File: config.mk
export PLATFORM = sky130hd
export DESIGN_NAME = idli_sqi_mem_m
export DESIGN_NICKNAME = d
export VERILOG_FILES = /design/src/rtl/idli_sqi_mem_m.sv
export SDC_FILE = /design/constraint.sdc
export NUM_CORES = 2
export LEC_CHECK = 0
export ABC_AREA = 1
export CORE_MARGIN = 2
export CORE_UTILIZATION = 47
export DETAILED_ROUTE_END_ITERATION = 16
export GPL_TIMING_DRIVEN = 0
export PLACE_DENSITY = 0.59
export REMOVE_ABC_BUFFERS = 1
export SETUP_SLACK_MARGIN = 0.2
export SYNTH_ARGS = -nofsm -noshare
export SYNTH_HDL_FRONTEND = slang
export SYNTH_SLANG_ARGS = --single-unit
File: constraint.sdc
create_clock -name i_mem_gck -period 12.1 [get_ports i_mem_gck]
set_input_delay 2.42 -clock i_mem_gck [delete_from_list [all_inputs] [get_ports i_mem_gck]]
set_output_delay 2.42 -clock i_mem_gck [all_outputs]
set_load 0.05 [all_outputs]
File: src/rtl/idli_sqi_mem_m.sv
// SQI serial-memory responder: accepts READ (0x03) / WRITE (0x02) transactions
// nibble by nibble on one chip-select lane and serves them from an internal byte array.
module idli_sqi_mem_m #(
    parameter  int DEPTH = 256,
    localparam int AW    = $clog2(DEPTH)
) (
    input  logic       i_mem_gck,
    input  logic       i_mem_rst_n,
    input  logic       i_mem_sck,
    input  logic       i_mem_cs,
    input  logic [3:0] i_mem_sio,
    output logic [3:0] o_mem_sio,
    output logic       o_mem_sio_oe
);

    typedef enum logic [2:0] {
        S_CMD    = 3'd0,
        S_ADDR   = 3'd1,
        S_DUMMY  = 3'd2,
        S_RD     = 3'd3,
        S_WR     = 3'd4,
        S_IGNORE = 3'd5
    } state_t;

    state_t        state_q, state_d;
    logic [2:0]    cnt_q, cnt_d;
    logic [23:0]   addr_q, addr_d;
    logic [3:0]    nib_q, nib_d;
    logic          rd_q, rd_d;
    logic [3:0]    sio_q, sio_d;
    logic          oe_q, oe_d;
    logic          we;
    logic [7:0]    wdata;
    logic [AW-1:0] addr_inc;
    logic [7:0]    cur_byte;
    logic [7:0]    nxt_byte;

    logic [7:0] mem [DEPTH];

    // Only the low AW address bits select storage; the upper bits just shift through.
    assign addr_inc = addr_q[AW-1:0] + 1'b1;
    assign cur_byte = mem[addr_q[AW-1:0]];
    assign nxt_byte = mem[addr_inc];

    always_comb begin
        state_d = state_q;
        cnt_d   = cnt_q;
        addr_d  = addr_q;
        nib_d   = nib_q;
        rd_d    = rd_q;
        sio_d   = sio_q;
        oe_d    = oe_q;
        we      = 1'b0;
        wdata   = {nib_q, i_mem_sio};

        if (i_mem_cs) begin
            // Deselect wins over any nibble on the same edge.
            state_d = S_CMD;
            cnt_d   = 3'd0;
            oe_d    = 1'b0;
        end else if (i_mem_sck) begin
            case (state_q)
                S_CMD: begin
                    if (cnt_q == 3'd0) begin
                        nib_d = i_mem_sio;
                        cnt_d = 3'd1;
                    end else begin
                        cnt_d = 3'd0;
                        if ({nib_q, i_mem_sio} == 8'h03 || {nib_q, i_mem_sio} == 8'h02) begin
                            state_d = S_ADDR;
                            rd_d    = (i_mem_sio == 4'h3);
                        end else begin
                            state_d = S_IGNORE;
                        end
                    end
                end
                S_ADDR: begin
                    addr_d = {addr_q[19:0], i_mem_sio};
                    if (cnt_q == 3'd5) begin
                        cnt_d   = 3'd0;
                        state_d = rd_q ? S_DUMMY : S_WR;
                    end else begin
                        cnt_d = cnt_q + 3'd1;
                    end
                end
                S_DUMMY: begin
                    if (cnt_q == 3'd0) begin
                        cnt_d = 3'd1;
                    end else begin
                        // Preload the first data nibble so it is on the bus by the next sck.
                        cnt_d   = 3'd0;
                        state_d = S_RD;
                        oe_d    = 1'b1;
                        sio_d   = cur_byte[7:4];
                    end
                end
                S_RD: begin
                    if (cnt_q == 3'd0) begin
                        cnt_d = 3'd1;
                        sio_d = cur_byte[3:0];
                    end else begin
                        cnt_d  = 3'd0;
                        addr_d = {addr_q[23:AW], addr_inc};
                        sio_d  = nxt_byte[7:4];
                    end
                end
                S_WR: begin
                    if (cnt_q == 3'd0) begin
                        nib_d = i_mem_sio;
                        cnt_d = 3'd1;
                    end else begin
                        we     = 1'b1;
                        cnt_d  = 3'd0;
                        addr_d = {addr_q[23:AW], addr_inc};
                    end
                end
                default: begin
                end
            endcase
        end
    end

    always_ff @(posedge i_mem_gck or negedge i_mem_rst_n) begin
        if (!i_mem_rst_n) begin
            state_q <= S_CMD;
            cnt_q   <= 3'd0;
            addr_q  <= 24'd0;
            nib_q   <= 4'h0;
            rd_q    <= 1'b0;
            sio_q   <= 4'h0;
            oe_q    <= 1'b0;
        end else begin
            state_q <= state_d;
            cnt_q   <= cnt_d;
            addr_q  <= addr_d;
            nib_q   <= nib_d;
            rd_q    <= rd_d;
            sio_q   <= sio_d;
            oe_q    <= oe_d;
        end
    end

    // Storage is deliberately outside the reset domain so contents survive reset.
    always_ff @(posedge i_mem_gck) begin
        if (we) begin
            mem[addr_q[AW-1:0]] <= wdata;
        end
    end

    assign o_mem_sio    = sio_q;
    assign o_mem_sio_oe = oe_q;

endmodule
-- Word-level counts from Yosys, hierarchy flattened
Memories as Yosys holds them, arrays and structs flattened.
Cells that the tools add are included.
- output and inout port bits: 5
- RAM bits: 2048
- flip-flop bits (word level): 24
- memories kept: 1
- bits of input ports: 8
- logic and storage cells: 73
- memories (name ; depth ; width ; read ports ; clocked after Yosys merged registers in ; write ports ; line ; text):
    mem ; 256 ; 8 ; 2 ; 0 ; 1 ; 38 ; logic [7:0] mem [DEPTH];
- mux-type cells: 28
- add/sub/neg operators: 2
- equality and inequality tests: 14
- reduce and logical (&&, ||, !) cells: 19
- bitwise operators: 2
- operators by type and width (kind ; number):
    3-bit two-way mux ; 10
    8-bit by 2-bit equality test with 1-bit output (second input constant) ; 2
    8-bit case mux with 2 select lines ; 1
    4-bit AND reduction ; 3
    1-bit two-way mux ; 11
    5-bit AND reduction ; 2
    3-bit != test (second input constant) ; 3
    3-bit case mux with 3 select lines ; 1
    8-bit by 1-bit adder with 8-bit output (second input constant) ; 1
    4-bit two-way mux ; 2
    8-bit two-way mux ; 1
    4-bit case mux with 2 select lines ; 1
    2-bit nonzero test ; 4
    3-bit by 2-bit equality test with 1-bit output (second input constant) ; 2
    3-bit equality test (second input constant) ; 2
    3-bit logical NOT ; 2
    2-bit != test (second input constant) ; 3
    3-bit case mux with 2 select lines ; 1
    4-bit by 2-bit equality test with 1-bit output (second input constant) ; 1
    4-bit nonzero test ; 1
    2-bit OR reduction ; 2
    4-bit OR reduction ; 1
    3-bit by 1-bit adder with 3-bit output (second input constant) ; 1
    3-bit by 1-bit equality test with 1-bit output (second input constant) ; 1
    other kinds (5) ; 6

-- Logic depth before layout (Yosys ltp)
- depth after elaboration: 7
- mapped depth: 23
- mapped depth without buffers: 17

-- Least setup slack after synthesis
Ideal clock, no wire load.
- kind: register to register
- start point: reg nib_q[1]
- end point: reg state_q[2]
- data required time: 12016 ps
- library setup time: 84 ps
- data arrival time: 4036 ps
- slack: 7980 ps
- cell stages (with the launch flop): 7
- path buffers: 0
- cell sequence: dfrtp_1 nor2_1 nand2_1 nor3_1 o21ai_0 nand4_1 o21ai_0
- longest elaborated chain between the ends: 7
- elaborated cells on any way between the ends: 8
- RTL lines (element ; line ; text):
    start: declaration ; 28 ; logic [3:0] nib_q, nib_d;
    start signal: assignment ; 136 ; nib_q <= nib_d;
    8-bit by 2-bit equality test with 1-bit output ; 69 ; if ({nib_q, i_mem_sio} == 8'h03 || {nib_q, i_mem_sio} == 8'h02) begin
    1-bit logical OR * ; 69 ;
    3-bit two-way mux * ; 69 ;
    3-bit two-way mux * ; 64 ; if (cnt_q == 3'd0) begin
    3-bit case mux with 3 select lines * ; 62 ; case (state_q)
    3-bit two-way mux * ; 61 ; end else if (i_mem_sck) begin
    3-bit two-way mux * ; 56 ; if (i_mem_cs) begin
    end signal: assignment ; 133 ; state_q <= state_d;
    end: declaration ; 25 ; state_t state_q, state_d;
Mark *: on every way between the ends. The rest lies on a longest branch, timed or not. The select of a mux whose other input is x is not followed.
A chain may end at the register's enable or synchronous reset.

-- Worst setup path in the final report
- start point: reg addr_q[0]
- end point: reg sio_q[3] (netlist: o_mem_sio[3])
- longest elaborated chain between the ends: 4
- elaborated cells on any way between the ends: 5
- RTL lines (element ; line ; text):
    start: declaration ; 27 ; logic [23:0] addr_q, addr_d;
    start signal: assignment ; 135 ; addr_q <= addr_d;
    8-bit by 1-bit adder with 8-bit output ; 41 ; assign addr_inc = addr_q[AW-1:0] + 1'b1;
    memory 256 x 8 bit * ; - ;
    4-bit two-way mux ; 98 ; if (cnt_q == 3'd0) begin
    4-bit case mux with 2 select lines * ; 62 ;
    end signal: assignment ; 138 ; sio_q <= sio_d;
    end: declaration ; 30 ; logic [3:0] sio_q, sio_d;
Marks and branches as above.

==> impl_results.md <==
- Hold Vio Cnt, Final: 0
- RR Startpoint: addr_q[0]$_DFFE_PN0P_
- Setup TNS Final: 0 ns
- Clk_lat worst skew: 0.89 ns
- Peak supply drop: 0.432 mV
- Initial core utilization: 47.2%
- Worst endpoint required time: 12.91 ns
- Tcrit/Tclk final: 55.0%
- Setup ws final: 5.44 ns
- Worst setup EP type: register
- Pin count of the biggest net entering global routing: 157
- Number of synthesized flops with an enable pin: 2,048
- Hold Path End: rd_q$_DFFE_PN0P_
- Clock skew: 0.0336 ns
- Count leader, synth: nand2_1
- Core ar.: 207,000 um^2
- Max-slew headroom: 14.5%
- Final worst path period need: 6.66 ns
- #FFs+latches synth: 2,072
- Crit path kind: register to register
- Routed WL: 299,000 um
- Sequential share of the synthesized area: 63.6%
- Inserted Clock Buffers: 216
- Detailed Routing Iterations Pass 1: 6
- P_leak: 0.0408 uW
- CP startpoint kind: register
- Distinct cells, synth: 33
- # setup viols final: 0
- Final routed DRC violation total: 0
- Share of the synthesized area in the top cell type: 62.9%
- CTS H-tree lvls: 4
- Clock slew at reported path FFs: 0.06 ns
- Vias in the first global route: 67,648
- FFs w/ async S/R, synth: 1.16%
- Die height: 460 um
- Worst Hold Class: register to register
- Hold buffer count at cts: 0
- DR iter-0 viols: 8,518
- # nets final: 9,817
- Synth area leaders: edfxtp_1, nand2_1, o21ai_0, nor2_1, nand3_1
- Max Slew Vio Count: 0
- Cell Pwr Density: 259 nW/um^2
- Hold Path Origin: rd_q$_DFFE_PN0P_
- Yosys top cell by area: edfxtp_1
- Placed cells: 12,291
- Critical Path Fanout Max: 156
- Gpl congestion: 0.880
- Fmax: 0.150 GHz
- Worst-Margin Slew: 1.28 ns
- Die area: 212,000 um^2
- Area grow syn2layout: 9.74%
- Final core area utilization: 51.8%
- Mean Syn Cell Area: 9.65 um^2
- Share of layout cells above drive strength 1: 4.42%
- Synth cell count leaders: nand2_1, edfxtp_1, nor2_1, o21ai_0, inv_1
- Post-DP HPWL: 176,000 um
- Hold depth: 2
- Crit path DAT: 7.46 ns
- Yosys warnings: 0
- Outcome: finished, final reports clean
- Clock buffer depth: 3
- Non-Filler Instances: 12,692
- Synth Instances: 10,120
- MaxCap Viol Count: 0
- Vias per cell: 5.70
- Ports: 13
- Root Driver: clkbuf_16
- Most common flop cell mapped by yosys: edfxtp_1
- RSZ-0062 raised after global routing: no
- Reg2Reg Depth: 20
- Total GRT Usage: 27.9%
- Grt ovf: 0
- Drt wl/cell: 23.5 um
- Post CTS Setup Buffer Count: 0
- First-pass GRT wire length: 440,000 um
- Post_cts resized: 0
- Fill count: 18,259
- Initial antenna violation count: 8
- Vias after detailed routing: 72,387
- DP Worst Slack: 5.05 ns
- Die Width: 460 um
- R2R setup slack: 5.44 ns
- Port Buffers: 12
- Post-Syn Area: 97,700 um^2
- DRT antenna net count: 0
- FP Rows: 167
- Power Total: 27,800 uW
- R2R Path End: o_mem_sio[3]$_DFFE_PN0P_
- CTS tree: built
- CTS sink cnt: 2,072
worst max-delay path, cell delays in order (launching register included):
cell	delay, ns
dfrtp_4	0.77
buf_12	0.33
buf_16	0.31
buf_16	0.34
inv_8	0.21
buf_16	0.28
buf_16	0.39
ha_4	0.92
inv_8	0.29
buf_16	0.37
a21oi_1	0.26
o21ai_0	0.11
nand3_1	0.12
nand3_1	0.08
nand3_1	0.23
nand3_1	0.30
nand3_1	0.28
nand3_1	0.12
nand3_1	0.08
nand2_1	0.06
a21oi_1	0.12
worst max-delay path by stage:
stage | startpoint | endpoint | depth (start not counted)
5_1_grt | addr_q[0]$_DFFE_PN0P_ | o_mem_sio[2]$_DFFE_PN0P_ | 20
4_1_cts | addr_q[0]$_DFFE_PN0P_ | o_mem_sio[2]$_DFFE_PN0P_ | 20
3_5_place_dp | i_mem_sck | mem[7][1]$_DFFE_PP_ | 7
2_1_floorplan | addr_q[0]$_DFFE_PN0P_ | o_mem_sio[2]$_DFFE_PN0P_ | 13
6_report | addr_q[0]$_DFFE_PN0P_ | o_mem_sio[3]$_DFFE_PN0P_ | 20
3_3_place_gp | addr_q[0]$_DFFE_PN0P_ | o_mem_sio[0]$_DFFE_PN0P_ | 13
per-layer routing:
metal,GRT usage [%],vias to the layer above,routed length (um)
met3,5.27,627,26800
met4,13.0,2,14600
met2,43.7,3243,136000
met1,37.6,35011,121000
met5,0,-,13
li1,-,33504,-
where the power goes:
group | internal [uW] | switching (uW) | total, uW | leakage, uW
Sequential | 8370 | 216 | 8580 | 0.0187
Clock | 3600 | 2830 | 6440 | 0.00329
Combinational | 3520 | 9250 | 12800 | 0.0188
registers in the layout, summed over array words and instances (netlist names):
register	cells
mem	2048
addr_q	8
nib_q	4
o_mem_sio	4
cnt_q	3
state_q	3
o_mem_sio_oe	1
rd_q	1
metrics by stage:
stage,hold slack (ns),cell area [um^2]
floorplan,0.453,94100
global placement,0.478,97600
detailed placement,0.481,100000
CTS,0.496,107000
global route,0.557,107000
finish,0.501,107000
cell type report:
class | instances | area (um^2) | area share [%]
diodes | 3 | 7.51 | 0.00700
clock buffers | 271 | 5710 | 5.32
clock inverters | 127 | 1030 | 0.959
inverters | 877 | 3330 | 3.11
multi-input cells | 6522 | 28800 | 26.9
flip-flops and latches | 2072 | 62100 | 57.9
well taps | 2704 | 3380 | 3.16
repair buffers | 116 | 2820 | 2.63
logic make-up (layout without fill, tap and decap cells):
family,after synthesis,after routing,synth area share (%)
muxes,3,3,0.0346
AOI/OAI and AO/OA,1600,1600,9.34
adders and majority gates,4,4,0.0512
and+or+nand+nor,4913,4913,20.0
other,0,3,0
DFF,2072,2072,63.6
buffers and inverters,1526,1391,7.03
xor gates and xnor gates,2,2,0.0333
cell usage in the layout (no fill, tap or decap), types with 5 or more instances in the layout:
| cell | netlist | routed |
|---|---|---|
| nor3_1 | 9 | 7 |
| inv_8 | 0 | 5 |
| nand4_1 | 23 | 23 |
| dfrtp_1 | 24 | 18 |
| clkinv_8 | 0 | 5 |
| o22ai_1 | 21 | 21 |
| a21oi_1 | 223 | 223 |
| nor2_1 | 1118 | 1113 |
| o21ai_0 | 906 | 906 |
| buf_12 | 0 | 22 |
| clkbuf_1 | 168 | 49 |
| nand3_1 | 755 | 755 |
| dfrtp_4 | 0 | 6 |
| clkinv_2 | 0 | 33 |
| clkbuf_16 | 0 | 219 |
| clkdlybuf4s50_1 | 0 | 8 |
| nand2_1 | 2999 | 2992 |
| bufinv_16 | 0 | 13 |
| o211ai_2 | 8 | 8 |
| o211ai_1 | 408 | 408 |
| buf_16 | 0 | 81 |
| inv_1 | 866 | 863 |
| clkinv_1 | 7 | 72 |
| nand2_2 | 3 | 8 |
| edfxtp_1 | 2048 | 2048 |
| o21ai_1 | 32 | 32 |
No activity file was read; power rests on OpenSTA's default activity.
